<file path="config.mk">
export PLATFORM = sky130hd
export DESIGN_NAME = alu_cmd_sequencer_flat
export DESIGN_NICKNAME = d
export VERILOG_FILES = /design/src/rtl/alu_cmd_sequencer_if.sv /design/src/rtl/alu_cmd_sequencer.sv /design/src/flat_wrapper.sv
export SDC_FILE = /design/constraint.sdc
export NUM_CORES = 1
export LEC_CHECK = 0
export CORE_MARGIN = 2
export CORE_UTILIZATION = 45
export CTS_BUF_LIST = sky130_fd_sc_hd__clkbuf_8
export CTS_CLUSTER_SIZE = 20
export DETAILED_ROUTE_END_ITERATION = 8
export GPL_TIMING_DRIVEN = 0
export PLACE_DENSITY = 0.81
export SLEW_MARGIN = 20
export SYNTH_ARGS = -nofsm -noshare
export SYNTH_HDL_FRONTEND = slang
export SYNTH_SLANG_ARGS = --single-unit
</file>
<file path="constraint.sdc">
create_clock -name clk -period 5.2 [get_ports clk]
set_input_delay 1.04 -clock clk [delete_from_list [all_inputs] [get_ports clk]]
set_output_delay 1.04 -clock clk [all_outputs]
set_load 0.01 [all_outputs]
</file>
<file path="src/rtl/alu_cmd_sequencer_if.sv">
// alu_cmd_sequencer_if: groups every non-clock/reset signal of the ALU command sequencer.
//   cmd_*        : command channel (valid/ready), operands, opcode and tag in
//   alu_a/b/sel  : registered operands issued to the combinational ALU
//   alu_result/carry : ALU outputs fed back for capture
//   rsp_*        : response channel (valid/ready) with result, carry, error flag, tag
//   level        : command FIFO occupancy, excluding the in-flight command
// Modport slave is the sequencer; modport master is the environment (producer, ALU, consumer).
interface alu_cmd_sequencer_if #(
    parameter int unsigned DEPTH = 4,
    parameter int unsigned TAG_W = 4
);
    logic                   cmd_valid;
    logic                   cmd_ready;
    logic [7:0]             cmd_a;
    logic [7:0]             cmd_b;
    logic [3:0]             cmd_sel;
    logic [TAG_W-1:0]       cmd_tag;
    logic [7:0]             alu_a;
    logic [7:0]             alu_b;
    logic [3:0]             alu_sel;
    logic [15:0]            alu_result;
    logic                   alu_carry;
    logic                   rsp_valid;
    logic                   rsp_ready;
    logic [15:0]            rsp_result;
    logic                   rsp_carry;
    logic                   rsp_err;
    logic [TAG_W-1:0]       rsp_tag;
    logic [$clog2(DEPTH):0] level;

    modport slave (
        input  cmd_valid, cmd_a, cmd_b, cmd_sel, cmd_tag, alu_result, alu_carry, rsp_ready,
        output cmd_ready, alu_a, alu_b, alu_sel, rsp_valid, rsp_result, rsp_carry, rsp_err,
               rsp_tag, level
    );

    modport master (
        output cmd_valid, cmd_a, cmd_b, cmd_sel, cmd_tag, alu_result, alu_carry, rsp_ready,
        input  cmd_ready, alu_a, alu_b, alu_sel, rsp_valid, rsp_result, rsp_carry, rsp_err,
               rsp_tag, level
    );
endinterface

</file>
<file path="src/rtl/alu_cmd_sequencer.sv">
// alu_cmd_sequencer: in-order command FIFO in front of a combinational 8-bit ALU.
// Commands are buffered, issued one at a time from registered alu_* outputs, and the ALU
// result is captured one cycle later into a held valid/ready response. Divide-by-zero and
// unsupported opcodes return rsp_err=1 with zeroed result/carry.
// Ports:
//   clk   : clock
//   rst_n : asynchronous active-low reset
//   bus   : alu_cmd_sequencer_if.slave (command, ALU, response channels and level)
module alu_cmd_sequencer #(
    parameter int unsigned DEPTH = 4,
    parameter int unsigned TAG_W = 4
) (
    input logic                clk,
    input logic                rst_n,
    alu_cmd_sequencer_if.slave bus
);
    localparam int unsigned PTR_W = $clog2(DEPTH);
    localparam int unsigned LVL_W = PTR_W + 1;
    localparam int unsigned ENT_W = 20 + TAG_W;

    typedef enum logic [1:0] {StIdle, StExec, StResp} state_e;

    state_e             state_q, state_d;
    logic [ENT_W-1:0]   mem_q [DEPTH];
    logic [PTR_W-1:0]   wr_ptr_q, rd_ptr_q;
    logic [LVL_W-1:0]   count_q;
    logic [7:0]         alu_a_q, alu_b_q;
    logic [3:0]         alu_sel_q;
    logic [TAG_W-1:0]   tag_q;
    logic               rsp_valid_q, rsp_carry_q, rsp_err_q;
    logic [15:0]        rsp_result_q;
    logic [TAG_W-1:0]   rsp_tag_q;

    logic               push, pop, capture, clear_rsp, err;
    logic [ENT_W-1:0]   head;

    // Ready depends on occupancy only; a same-cycle pop never frees a full FIFO early.
    assign bus.cmd_ready = (count_q != LVL_W'(DEPTH));
    assign push          = bus.cmd_valid && bus.cmd_ready;
    assign head          = mem_q[rd_ptr_q];

    assign err = ((alu_sel_q == 4'b0011) && (alu_b_q == 8'h00)) || (alu_sel_q >= 4'b1010);

    always_comb begin
        state_d   = state_q;
        pop       = 1'b0;
        capture   = 1'b0;
        clear_rsp = 1'b0;
        unique case (state_q)
            StIdle: begin
                if (count_q != '0) begin
                    pop     = 1'b1;
                    state_d = StExec;
                end
            end
            StExec: begin
                capture = 1'b1;
                state_d = StResp;
            end
            StResp: begin
                if (bus.rsp_ready) begin
                    clear_rsp = 1'b1;
                    if (count_q != '0) begin
                        pop     = 1'b1;
                        state_d = StExec;
                    end else begin
                        state_d = StIdle;
                    end
                end
            end
            default: state_d = StIdle;
        endcase
    end

    // Storage needs no reset: occupancy tracking alone decides which entries are live.
    always_ff @(posedge clk) begin
        if (push) begin
            mem_q[wr_ptr_q] <= {bus.cmd_a, bus.cmd_b, bus.cmd_sel, bus.cmd_tag};
        end
    end

    always_ff @(posedge clk or negedge rst_n) begin
        if (!rst_n) begin
            state_q      <= StIdle;
            wr_ptr_q     <= '0;
            rd_ptr_q     <= '0;
            count_q      <= '0;
            alu_a_q      <= '0;
            alu_b_q      <= '0;
            alu_sel_q    <= '0;
            tag_q        <= '0;
            rsp_valid_q  <= 1'b0;
            rsp_result_q <= '0;
            rsp_carry_q  <= 1'b0;
            rsp_err_q    <= 1'b0;
            rsp_tag_q    <= '0;
        end else begin
            state_q <= state_d;
            count_q <= count_q + LVL_W'(push) - LVL_W'(pop);
            if (push) begin
                wr_ptr_q <= wr_ptr_q + 1'b1;
            end
            if (pop) begin
                rd_ptr_q  <= rd_ptr_q + 1'b1;
                alu_a_q   <= head[ENT_W-1 -: 8];
                alu_b_q   <= head[ENT_W-9 -: 8];
                alu_sel_q <= head[TAG_W+3 -: 4];
                tag_q     <= head[TAG_W-1:0];
            end
            if (capture) begin
                rsp_valid_q  <= 1'b1;
                rsp_err_q    <= err;
                rsp_result_q <= err ? 16'h0000 : bus.alu_result;
                rsp_carry_q  <= err ? 1'b0 : bus.alu_carry;
                rsp_tag_q    <= tag_q;
            end else if (clear_rsp) begin
                rsp_valid_q <= 1'b0;
            end
        end
    end

    assign bus.alu_a      = alu_a_q;
    assign bus.alu_b      = alu_b_q;
    assign bus.alu_sel    = alu_sel_q;
    assign bus.rsp_valid  = rsp_valid_q;
    assign bus.rsp_result = rsp_result_q;
    assign bus.rsp_carry  = rsp_carry_q;
    assign bus.rsp_err    = rsp_err_q;
    assign bus.rsp_tag    = rsp_tag_q;
    assign bus.level      = count_q;
endmodule

</file>
<file path="src/flat_wrapper.sv">
// flat-port wrapper written by rule: the top's interface ports become plain ports
module alu_cmd_sequencer_flat 
#(
    parameter int unsigned DEPTH = 4,
    parameter int unsigned TAG_W = 4
)
  (clk, rst_n, bus_cmd_valid, bus_cmd_a, bus_cmd_b, bus_cmd_sel, bus_cmd_tag, bus_alu_result, bus_alu_carry, bus_rsp_ready, bus_cmd_ready, bus_alu_a, bus_alu_b, bus_alu_sel, bus_rsp_valid, bus_rsp_result, bus_rsp_carry, bus_rsp_err, bus_rsp_tag, bus_level);
  alu_cmd_sequencer_if #(.DEPTH(DEPTH), .TAG_W(TAG_W)) bus_i ();
  input logic clk;
  input logic rst_n;
  input wire logic [$bits(bus_i.cmd_valid)-1:0] bus_cmd_valid;
  input wire logic [$bits(bus_i.cmd_a)-1:0] bus_cmd_a;
  input wire logic [$bits(bus_i.cmd_b)-1:0] bus_cmd_b;
  input wire logic [$bits(bus_i.cmd_sel)-1:0] bus_cmd_sel;
  input wire logic [$bits(bus_i.cmd_tag)-1:0] bus_cmd_tag;
  input wire logic [$bits(bus_i.alu_result)-1:0] bus_alu_result;
  input wire logic [$bits(bus_i.alu_carry)-1:0] bus_alu_carry;
  input wire logic [$bits(bus_i.rsp_ready)-1:0] bus_rsp_ready;
  output wire logic [$bits(bus_i.cmd_ready)-1:0] bus_cmd_ready;
  output wire logic [$bits(bus_i.alu_a)-1:0] bus_alu_a;
  output wire logic [$bits(bus_i.alu_b)-1:0] bus_alu_b;
  output wire logic [$bits(bus_i.alu_sel)-1:0] bus_alu_sel;
  output wire logic [$bits(bus_i.rsp_valid)-1:0] bus_rsp_valid;
  output wire logic [$bits(bus_i.rsp_result)-1:0] bus_rsp_result;
  output wire logic [$bits(bus_i.rsp_carry)-1:0] bus_rsp_carry;
  output wire logic [$bits(bus_i.rsp_err)-1:0] bus_rsp_err;
  output wire logic [$bits(bus_i.rsp_tag)-1:0] bus_rsp_tag;
  output wire logic [$bits(bus_i.level)-1:0] bus_level;
  assign bus_i.cmd_valid = bus_cmd_valid;
  assign bus_i.cmd_a = bus_cmd_a;
  assign bus_i.cmd_b = bus_cmd_b;
  assign bus_i.cmd_sel = bus_cmd_sel;
  assign bus_i.cmd_tag = bus_cmd_tag;
  assign bus_i.alu_result = bus_alu_result;
  assign bus_i.alu_carry = bus_alu_carry;
  assign bus_i.rsp_ready = bus_rsp_ready;
  assign bus_cmd_ready = bus_i.cmd_ready;
  assign bus_alu_a = bus_i.alu_a;
  assign bus_alu_b = bus_i.alu_b;
  assign bus_alu_sel = bus_i.alu_sel;
  assign bus_rsp_valid = bus_i.rsp_valid;
  assign bus_rsp_result = bus_i.rsp_result;
  assign bus_rsp_carry = bus_i.rsp_carry;
  assign bus_rsp_err = bus_i.rsp_err;
  assign bus_rsp_tag = bus_i.rsp_tag;
  assign bus_level = bus_i.level;
  alu_cmd_sequencer #(.DEPTH(DEPTH), .TAG_W(TAG_W)) u_core (.clk(clk), .rst_n(rst_n), .bus(bus_i));
endmodule
</file>
==> results.sh <==
export IMPL_drive_above_1_share_pct=20.3
export IMPL_routedWlPerCell_um=17.9
export IMPL_synth_nets=377
export IMPL_cp_startpoint="bus_rsp_ready"
export IMPL_required_ns=5.50
export IMPL_antennaDiodeCount=0
export IMPL_min_path_type="flop to flop"
export IMPL_crit_arrival_ns=3.33
export IMPL_dp_hpwl_mm=7.16
export IMPL_reg2reg_slack_ns=2.72
export IMPL_path_cells="clkdlybuf4s50_1 -> nor2b_1 -> nor3_4 -> buf_6 -> ha_1 -> inv_1 -> ha_1 -> inv_1 -> fa_1 -> xnor2_1 -> xnor2_1"
export IMPL_fillers=976
export IMPL_drv_slew=0
export IMPL_pwr_share_clk_pct=21.4
export IMPL_cts_htree_levels=4
export IMPL_syn_inst=325
export IMPL_ioPinCount=92
export IMPL_synthFlopType="edfxtp_1"
export IMPL_synth_edf_count=96
export IMPL_ys_ff_latch=152
export IMPL_path_clk_slew_ns=0.08
export IMPL_grt_max_degree=57
export IMPL_setup_viol=0
export IMPL_power_frac_seq_pct=42.2
export IMPL_crit_path_end="u_core.bus.level[2]"
export IMPL_cp_start_kind="input port"
export IMPL_hold_viol_final=0
export IMPL_worstSetupPathType="input port to flop"
export IMPL_core_area_sq_um=12600
export IMPL_drtPass1Iterations=6
export IMPL_layout_cells_non_filler=620
export IMPL_port_buffers=91
export IMPL_die_w_um=118
export IMPL_grt_usage_pct=17.0
export IMPL_dr_total_vias=3178
export IMPL_dieArea_sq_um=13900
export IMPL_max_freq_mhz=331
export IMPL_p_leak_nw=2.72
export IMPL_p_total_mw=4.42
export IMPL_first_global_vias=3332
export IMPL_peakVddDrop_uv=253
export IMPL_whs_ns=0.477
export IMPL_slowest_delay_ns=0.47
export IMPL_initial_core_util_pct=46.3
export IMPL_cts_sinks=152
export IMPL_power_switching_mw=1.36
export IMPL_tightestPinTransition_ns=0.741
export IMPL_power_density_nw_per_um2=598
export IMPL_finalCriticalPeriod_ns=3.03
export IMPL_post_route_period_util_pct=58.2
export IMPL_nets=487
export IMPL_drv_cap=0
export IMPL_use_met1_pct=20.7
export IMPL_worst_slack_ns=2.17
export IMPL_multi_input_area_sq_um=1430
export IMPL_hold_start="u_core.tag_q[2]"
export IMPL_regArea_sq_um=4280
export IMPL_comb_power_share_pct=36.4
export IMPL_met2_usage_pct=29.5
export IMPL_tns_ns=0
export IMPL_post_route_util_pct=58.5
export IMPL_die_y_um=118
export IMPL_p_int_mw=3.06
export IMPL_grt_first_pass_wirelength_mm=18.0
export IMPL_status="completed"
export IMPL_clk_latency_ns=0.42
export IMPL_critPathSlowestCell="clkdlybuf4s50_1"
export IMPL_met3_usage_pct=4.70
export IMPL_cts_tree="built"
export IMPL_ctsHoldBuffers=0
export IMPL_dpl_cell_count=588
export IMPL_worstPathMaxFanout=10
export IMPL_avgSynthCellArea_sq_um=18.0
export IMPL_r2r_start="u_core.bus.level[1]"
export IMPL_cts_resized=0
export IMPL_initialDrtViolationCount=163
export IMPL_placed_cell_area_sq_um=6970
export IMPL_ys_seq_area_share_pct=73.4
export IMPL_postRouteAntennaNets=0
export IMPL_vias_per_cell=5.13
export IMPL_drc=0
export IMPL_reg2reg_to="u_core.bus.level[2]"
export IMPL_relSlewSlack_pct=50.6
export IMPL_synth_cell_types=33
export IMPL_end_kind="flop"
export IMPL_areaGrowthSynthToFinish_pct=26.5
export IMPL_yosysWarnings=0
export IMPL_pre_cts_ws_ns=1.71
export IMPL_syn_area_sq_um=5840
export IMPL_worstRegToRegCells=10
export IMPL_swShare_pct=30.8
export IMPL_rsz0062_at_grt="false"
export IMPL_overflow=0
export IMPL_cts_buffer_depth=2
export IMPL_drt_wl_total_mm=11.1
export IMPL_clock_root_buffer="clkbuf_8"
export IMPL_finish_instance_area_sq_um=7390
export IMPL_async_flop_share_pct=36.8
export IMPL_antenna_found_initial=0
export IMPL_cts_setup_buffers=0
export IMPL_rows=41
export IMPL_skew_ns=0.0137
export IMPL_gp_congestion=0.772
export IMPL_numCtsBuffers=17
export IMPL_busiest_layer="met2"
how the worst min path moves through the flow:
| stage | end | slack [ns] | cells after the start |
|---|---|---|---|
| 2_1_floorplan | u_core.bus.rsp_tag[0] | 0.43 | 2 |
| 3_3_place_gp | u_core.bus.rsp_tag[3] | 0.45 | 2 |
| 3_5_place_dp | u_core.bus.rsp_tag[3] | 0.46 | 2 |
| 4_1_cts | u_core.bus.rsp_tag[2] | 0.48 | 2 |
| 5_1_grt | u_core.bus.rsp_tag[1] | 0.50 | 2 |
| 6_report | u_core.bus.rsp_tag[2] | 0.48 | 2 |
sequential cells by signal, summed over array words and instances, names as in the netlist:
register               cells
u_core.mem_q              96
u_core.bus.rsp_result     16
u_core.bus.alu_a           8
u_core.bus.alu_b           8
u_core.bus.alu_sel         4
u_core.bus.rsp_tag         4
u_core.tag_q               4
u_core.bus.level           3
u_core.rd_ptr_q            2
u_core.state_q             2
u_core.wr_ptr_q            2
u_core.bus.rsp_carry       1
u_core.bus.rsp_err         1
u_core.bus.rsp_valid       1
cell families after synthesis:
logic type / after synthesis / synth area share [%]
buffers and inverters: 23 / 2.19
XOR/XNOR: 5 / 0.750
AND/OR/NAND/NOR: 66 / 5.55
multiplexers: 49 / 14.3
adder cells (fa/ha/maj): 7 / 1.63
AO/OA/AOI/OAI: 23 / 2.14
flip-flops: 152 / 73.4
layer usage:
| metal | part of all wire (%) | up-vias |
|---|---|---|
| li1 | - | 1450 |
| met1 | 43 | 1627 |
| met2 | 51 | 95 |
| met3 | 4.7 | 6 |
| met4 | 0.78 | 0 |
| met5 | 0 | - |
layout by cell type, fill, tap and decap left out, types with 5 or more instances in the layout:
cell type | netlist | routed
clkbuf_1 | 5 | 5
clkbuf_8 | 0 | 17
clkdlybuf4s50_1 | 0 | 90
dfrtp_1 | 56 | 56
edfxtp_1 | 96 | 96
ha_1 | 6 | 6
inv_1 | 7 | 9
mux2_2 | 25 | 25
mux4_2 | 20 | 20
nand2_1 | 32 | 32
nand3_1 | 17 | 17
o21ai_0 | 19 | 19
worst max-delay path, delay by kind of cell:
kind | cells | cell delay [ns]
adders and majority gates | 3 | 0.76
buffers and inverters | 4 | 0.82
xor gates and xnor gates | 2 | 0.28
and+or+nand+nor | 2 | 0.45
cells in the mapped netlist (5+ instances only):
cell / count / area share, %
o21ai_0: 19 / 1.6
inv_1: 7 / 0.45
edfxtp_1: 96 / 49
nand3_1: 17 / 1.5
dfrtp_1: 56 / 24
mux2_2: 25 / 4.8
clkbuf_1: 5 / 0.32
nand2_1: 32 / 2.1
mux4_2: 20 / 7.7
ha_1: 6 / 1.3
power groups by stage:
| stage | Clock [mW] | Combinational [mW] | Sequential [mW] |
|---|---|---|---|
| 2_1_floorplan | 0 | 0.911 | 1.92 |
| 3_3_place_gp | 0 | 1.56 | 1.87 |
| 3_5_place_dp | 0 | 1.63 | 1.89 |
| 4_1_cts | 0.959 | 1.64 | 1.87 |
| 5_1_grt | 1.01 | 1.75 | 1.90 |
| 6_report | 0.944 | 1.61 | 1.86 |
area by class of cell:
class	instances	area share, %
plain buffers	16	1.37
clock buffers	17	3.17
clock inverters	15	2.52
inverters	7	0.356
multi-input cells	150	19.4
flip-flops and latches	152	58.0
well taps	172	2.91
repair buffers	91	12.3
(Power assumes the default switching activity.)
